$ cat config.mk
export PLATFORM = sky130hd
export DESIGN_NAME = fp16_accum_stream
export DESIGN_NICKNAME = d
export VERILOG_FILES = /design/src/rtl/fp16_pkg.sv /design/src/rtl/fp16_add_comb.sv /design/src/rtl/fp16_accum_stream.sv
export SDC_FILE = /design/constraint.sdc
export NUM_CORES = 1
export LEC_CHECK = 0
export ABC_AREA = 1
export CAP_MARGIN = 20
export CELL_PAD_IN_SITES_DETAIL_PLACEMENT = 1
export CELL_PAD_IN_SITES_GLOBAL_PLACEMENT = 2
export CORE_MARGIN = 2
export CORE_UTILIZATION = 30
export CTS_CLUSTER_DIAMETER = 100
export DETAILED_ROUTE_END_ITERATION = 6
export GPL_TIMING_DRIVEN = 0
export PLACE_DENSITY_LB_ADDON = 0.1
export SLEW_MARGIN = 10
export SYNTH_ARGS = -nofsm -noshare
export SYNTH_HDL_FRONTEND = slang
export SYNTH_SLANG_ARGS = --single-unit
$ cat constraint.sdc
create_clock -name clk -period 7.7 [get_ports clk]
set_input_delay 1.54 -clock clk [delete_from_list [all_inputs] [get_ports clk]]
set_output_delay 1.54 -clock clk [all_outputs]
set_load 0.05 [all_outputs]
$ cat src/rtl/fp16_pkg.sv
// Shared fp16 field widths, constants and the accumulator FSM state type.
package fp16_pkg;

  localparam int EXP_W = 5;
  localparam int MAN_W = 10;
  localparam logic [15:0] FP16_ZERO = 16'h0000;

  typedef enum logic [1:0] {
    IDLE  = 2'd0,
    ACCUM = 2'd1,
    DONE  = 2'd2
  } state_e;

endpackage

$ cat src/rtl/fp16_add_comb.sv
// Combinational fp16 adder: hidden-one always assumed, truncating, with no
// subnormal/Inf/NaN handling. Only the 0x0000 pattern is treated as zero.
module fp16_add_comb
  import fp16_pkg::*;
(
  input  logic [15:0] a,
  input  logic [15:0] b,
  output logic [15:0] sum
);

  logic [EXP_W-1:0] ea, eb, e_big, shamt;
  logic [MAN_W:0]   fa, fb, f_big, f_sml, pos, neg, mag;
  logic             s_big, s_sml, res_sign, found;
  logic [11:0]      sum12, diff12;
  logic [MAN_W-1:0] man;
  logic [5:0]       e6;
  logic [3:0]       lz;
  logic [15:0]      normal;

  always_comb begin
    ea       = a[14:10];
    eb       = b[14:10];
    fa       = {1'b1, a[9:0]};
    fb       = {1'b1, b[9:0]};
    e_big    = ea;
    shamt    = '0;
    f_big    = fa;
    f_sml    = fb;
    s_big    = a[15];
    s_sml    = b[15];
    sum12    = '0;
    diff12   = '0;
    pos      = '0;
    neg      = '0;
    mag      = '0;
    lz       = '0;
    found    = 1'b0;
    man      = '0;
    e6       = '0;
    res_sign = 1'b0;
    normal   = FP16_ZERO;
    sum      = FP16_ZERO;

    // Align the smaller-exponent fraction to the larger exponent.
    if (ea >= eb) begin
      e_big = ea;
      shamt = ea - eb;
      f_big = fa;
      f_sml = fb >> shamt;
      s_big = a[15];
      s_sml = b[15];
    end else begin
      e_big = eb;
      shamt = eb - ea;
      f_big = fb;
      f_sml = fa >> shamt;
      s_big = b[15];
      s_sml = a[15];
    end

    if (s_big == s_sml) begin
      sum12    = {1'b0, f_big} + {1'b0, f_sml};
      res_sign = s_big;
      if (sum12[11]) begin
        man = sum12[10:1];
        e6  = {1'b0, e_big} + 6'd1;
      end else begin
        man = sum12[9:0];
        e6  = {1'b0, e_big};
      end
    end else begin
      pos      = s_big ? f_sml : f_big;
      neg      = s_big ? f_big : f_sml;
      diff12   = {1'b0, pos} - {1'b0, neg};
      res_sign = diff12[11];
      mag      = diff12[11] ? (~diff12[10:0] + 11'd1) : diff12[10:0];
      for (int i = 10; i >= 0; i--) begin
        if (mag[i] && !found) begin
          lz    = 4'(10 - i);
          found = 1'b1;
        end
      end
      man = 10'(mag << lz);
      e6  = {1'b0, e_big} - {2'b00, lz};
    end

    // Bit 5 of the widened exponent flags underflow below 0 or overflow past 31.
    normal = e6[5] ? FP16_ZERO : {res_sign, e6[4:0], man};

    if (a == FP16_ZERO)
      sum = b;
    else if (b == FP16_ZERO)
      sum = a;
    else if ((a[14:0] == b[14:0]) && (a[15] != b[15]))
      sum = FP16_ZERO;
    else
      sum = normal;
  end

endmodule

$ cat src/rtl/fp16_accum_stream.sv
// Sums LEN fp16 terms onto a bias and hands one result per window downstream.
// Handshakes: a transfer happens on a cycle where valid && ready; ready/valid are decoded from state only.
module fp16_accum_stream
  import fp16_pkg::*;
#(
  parameter int LEN   = 9,
  parameter int CNT_W = 8
) (
  input  logic        clk,
  input  logic        rst_n,
  input  logic        start,
  input  logic [15:0] bias,
  input  logic        in_valid,
  input  logic [15:0] in_data,
  output logic        in_ready,
  output logic        out_valid,
  output logic [15:0] out_data,
  input  logic        out_ready,
  output logic        busy
);

  localparam logic [CNT_W-1:0] LAST = CNT_W'(LEN - 1);

  state_e           state, state_d;
  logic [15:0]      acc, acc_d, add_sum;
  logic [CNT_W-1:0] cnt, cnt_d;
  logic             accept;

  fp16_add_comb u_add (
    .a   (acc),
    .b   (in_data),
    .sum (add_sum)
  );

  assign accept = (state == ACCUM) && in_valid;

  always_ff @(posedge clk) begin
    if (!rst_n) begin
      state <= IDLE;
      acc   <= FP16_ZERO;
      cnt   <= '0;
    end else begin
      state <= state_d;
      acc   <= acc_d;
      cnt   <= cnt_d;
    end
  end

  always_comb begin
    state_d = state;
    acc_d   = acc;
    cnt_d   = cnt;
    unique case (state)
      IDLE: begin
        if (start) begin
          acc_d   = bias;
          cnt_d   = '0;
          state_d = ACCUM;
        end
      end
      ACCUM: begin
        if (accept) begin
          acc_d = add_sum;
          cnt_d = cnt + 1'b1;
          if (cnt == LAST) state_d = DONE;
        end
      end
      DONE: begin
        if (out_ready) state_d = IDLE;
      end
      default: state_d = IDLE;
    endcase
  end

  assign in_ready  = (state == ACCUM);
  assign out_valid = (state == DONE);
  assign busy      = (state != IDLE);
  assign out_data  = acc;

endmodule
==> run metrics <==
outcome=finished, final reports clean; reg2reg end=out_data[13]; Core ar.=18700 µm²; Post-DP Area=6550 µm²; area of the mapped netlist=5710 µm²; Endpoint, Worst Hold=cnt[6]; share of cells above drive strength 1=18.7%; clk slew on worst S/H paths=0.07 ns; Root Buffer=clkbuf_16; I/O Buffers=55; xor/xnor share of the synthesized area=5.04%; maxcap violations=0; Required @ worst endpoint=7.90 ns; reg2reg path depth=45; syn avg cell area=5.39 µm²; largest family of logic cells by synthesized area=simple AND/OR/NAND/NOR gates; largest net degree at the start of global routing=16; DIE WIDTH=142 µm; RD Place Congestion=0.883; H-tree Lvls=1; Finished Core Util=39.9%; site row count=50; final hold violation count=0; pwr dens=427 nW/µm²; #FFs+latches synth=26; mux cell area share after synthesis=0%; # DRC=0; Min-Delay Path Class=reg2reg; hpwl dp=19700 µm; maximum VDD drop=0.000152 V; initial antenna violation count=0; Synth cell types=51; number of routed nets with antenna violations=0; die area=20100 µm²; worst-margin pin slew=0.789 ns; area share of fa/ha/maj cells after synthesis=7.54%; Ports=56; clock buffer count from CTS=3; critical path class=in2reg; Compound-Gate Fraction of Synth Area=14.3%; Leak=3.55 nW; minimum setup slack among reg-to-reg paths=1.19 ns; Starting DRT DRC Count=254; final net count=1227; vias in the first global route=6917; Worst path max stage delay=0.61 ns; routed wire length=24400 µm; clock latency at the later pin of the worst-skew pair=0.27 ns; Worst Skew=0.00515 ns; Overflow after GRT=0; fmax=135 MHz; Overall Global Routing Usage=23.7%; # diodes=0; final instance area=7460 µm²; DRT Pass-1 Iters=5; DIE HEIGHT=142 µm; Hold Path Depth=2; hold wc startpoint=cnt[5]; area grow syn2layout=30.8%; Tmin final=7.42 ns; Worst Setup End Kind=flop; vias after detailed routing=7209; drt wl/cell=17.5 µm; simple-gate share of the synthesized area=52.1%; fin crit share=96.4%; via/cell ratio=5.18; clk buf depth=2; critical path's most frequent cell=nand2_1; slew margin rel.=46.8%; Starting Density=30.5%; critical path launch point type=input pin; CP Data Arrival Time=7.62 ns; synthesized instance count=1058; sequential fraction of the synthesis area=9.12%; CTS tree=built; final setup violation count=0; syn nets=1127; Slew Limit Fails=0; Hold-fix buffers, CTS=0; setup TNS=0 ns; first-pass GRT wire length=37800 µm; synth warn=0; worst reg2reg path startpoint=out_data[10]; clock sinks=26; Crit-path slowest cell=fa_2; maximum fanout along the worst path=10
metrics by stage:
step / hold slack (ns) / setup WS, ns / std cells / power [mW]
2_1_floorplan: 0.463 / 0.658 / 1058 / 1.93
3_3_place_gp: 0.477 / -1.31 / 1347 / 2.56
3_5_place_dp: 0.487 / -1.33 / 1347 / 2.58
4_1_cts: 0.498 / 0.0229 / 1357 / 2.85
5_1_grt: 0.541 / -0.102 / 1391 / 3.51
6_report: 0.496 / 0.278 / 1391 / 3.19
critical path, delay by kind of cell:
kind | cells | cell delay (ns)
adders and majority gates | 4 | 1.32
and+or+nand+nor | 30 | 3.43
AOI/OAI and AO/OA | 4 | 0.42
buffers and inverters | 7 | 0.91
kinds of logic (layout without fill, tap and decap cells):
| kind of cell | count (synthesis) | count (layout) |
|---|---|---|
| compound gates | 137 | 137 |
| xor+xnor | 26 | 26 |
| fa+ha+maj | 32 | 32 |
| buf+inv | 159 | 258 |
| flops | 26 | 26 |
| simple gates | 678 | 678 |
power breakdown:
| part | switching (mW) | leakage, nW | total (mW) | internal [mW] |
|---|---|---|---|---|
| Sequential | 0.0369 | 0.213 | 0.186 | 0.149 |
| Clock | 0.0507 | 0.0511 | 0.154 | 0.104 |
| Combinational | 1.82 | 3.28 | 2.85 | 1.03 |
layer usage:
metal,GRT usage [%],routed length (µm),up-vias,share of wire [%]
met5,0,0,-,0
met4,1.79,265,0,1.1
met3,0.844,536,20,2.2
met2,41.9,11800,118,48
met1,33.4,11800,3433,48
li1,-,-,3638,-
sequential cells by signal, indices dropped and copies added (netlist names):
signal / count
cnt: 8
state: 2
out_data: 16
cells in the mapped netlist (all sizes together):
cell type	instances	area (µm²)
o31ai	2	15.0
a211oi	2	15.0
nand3	147	753
o221ai	2	17.5
xor2	24	251
or2	3	18.8
o211ai	12	90.1
dfxtp	26	521
nor4	6	37.5
nand4	17	121
nand2	379	1480
ha	28	350
xnor2	2	36.3
inv	122	463
clkinv	4	15.0
o21ai	52	283
or4	1	7.51
a41oi	1	8.76
nor2	110	460
a32oi	1	8.76
a21oi	58	302
nor3b	4	30.0
fa	4	80.1
o41ai	2	36.3
clkbuf	10	37.5
nand3b	2	18.8
nor3	9	45.0
buf	23	165
o21bai	5	37.5
cell type report:
cell class | instances | area [µm²]
fillers | 2581 | 11200
well taps | 234 | 293
multi-input cells | 873 | 4940
plain buffers | 30 | 226
flip-flops and latches | 26 | 520
repair buffers | 98 | 875
clock buffers | 3 | 75.1
inverters | 126 | 498
clock inverters | 1 | 30.0
cell usage in the layout, fill, tap and decap left out, types with 5 or more instances in the layout:
cell type / netlist / layout
buf_4: 1 / 45
dfxtp_1: 26 / 26
nand2_2: 14 / 35
nand2_1: 362 / 336
nand3_2: 1 / 10
nor3_1: 9 / 8
o211ai_1: 12 / 12
o21bai_1: 5 / 5
buf_6: 6 / 10
nand3_1: 145 / 135
inv_2: 9 / 16
ha_1: 28 / 18
a21oi_1: 57 / 49
nand4_1: 16 / 16
nor2_1: 99 / 88
nand2_4: 3 / 8
o21ai_1: 11 / 15
o21ai_0: 37 / 31
a21oi_2: 0 / 6
inv_1: 111 / 100
ha_4: 0 / 9
nor4_1: 6 / 6
nor2_2: 7 / 18
clkbuf_1: 10 / 6
clkdlybuf4s50_1: 0 / 50
xor2_1: 20 / 19
buf_2: 15 / 11
how the worst max path moves through the flow:
stage / endpoint / from / slack [ns]
finish: out_data[13] / in_data[10] / 0.28
global route: out_data[13] / in_data[11] / -0.10
global placement: out_data[2] / in_data[10] / -1.31
detailed placement: out_data[13] / in_data[10] / -1.33
CTS: out_data[12] / in_data[10] / 0.02
floorplan: out_data[13] / in_data[10] / 0.66
timing repair:
action | 4_1_cts | 5_1_grt
buffers inserted | 9 | 31
resized for setup | 52 | 100
setup endpoints to repair | 16 | 16
gates cloned | 0 | 3
pin swaps | 9 | 33
Power figures use the tool's default switching activity.
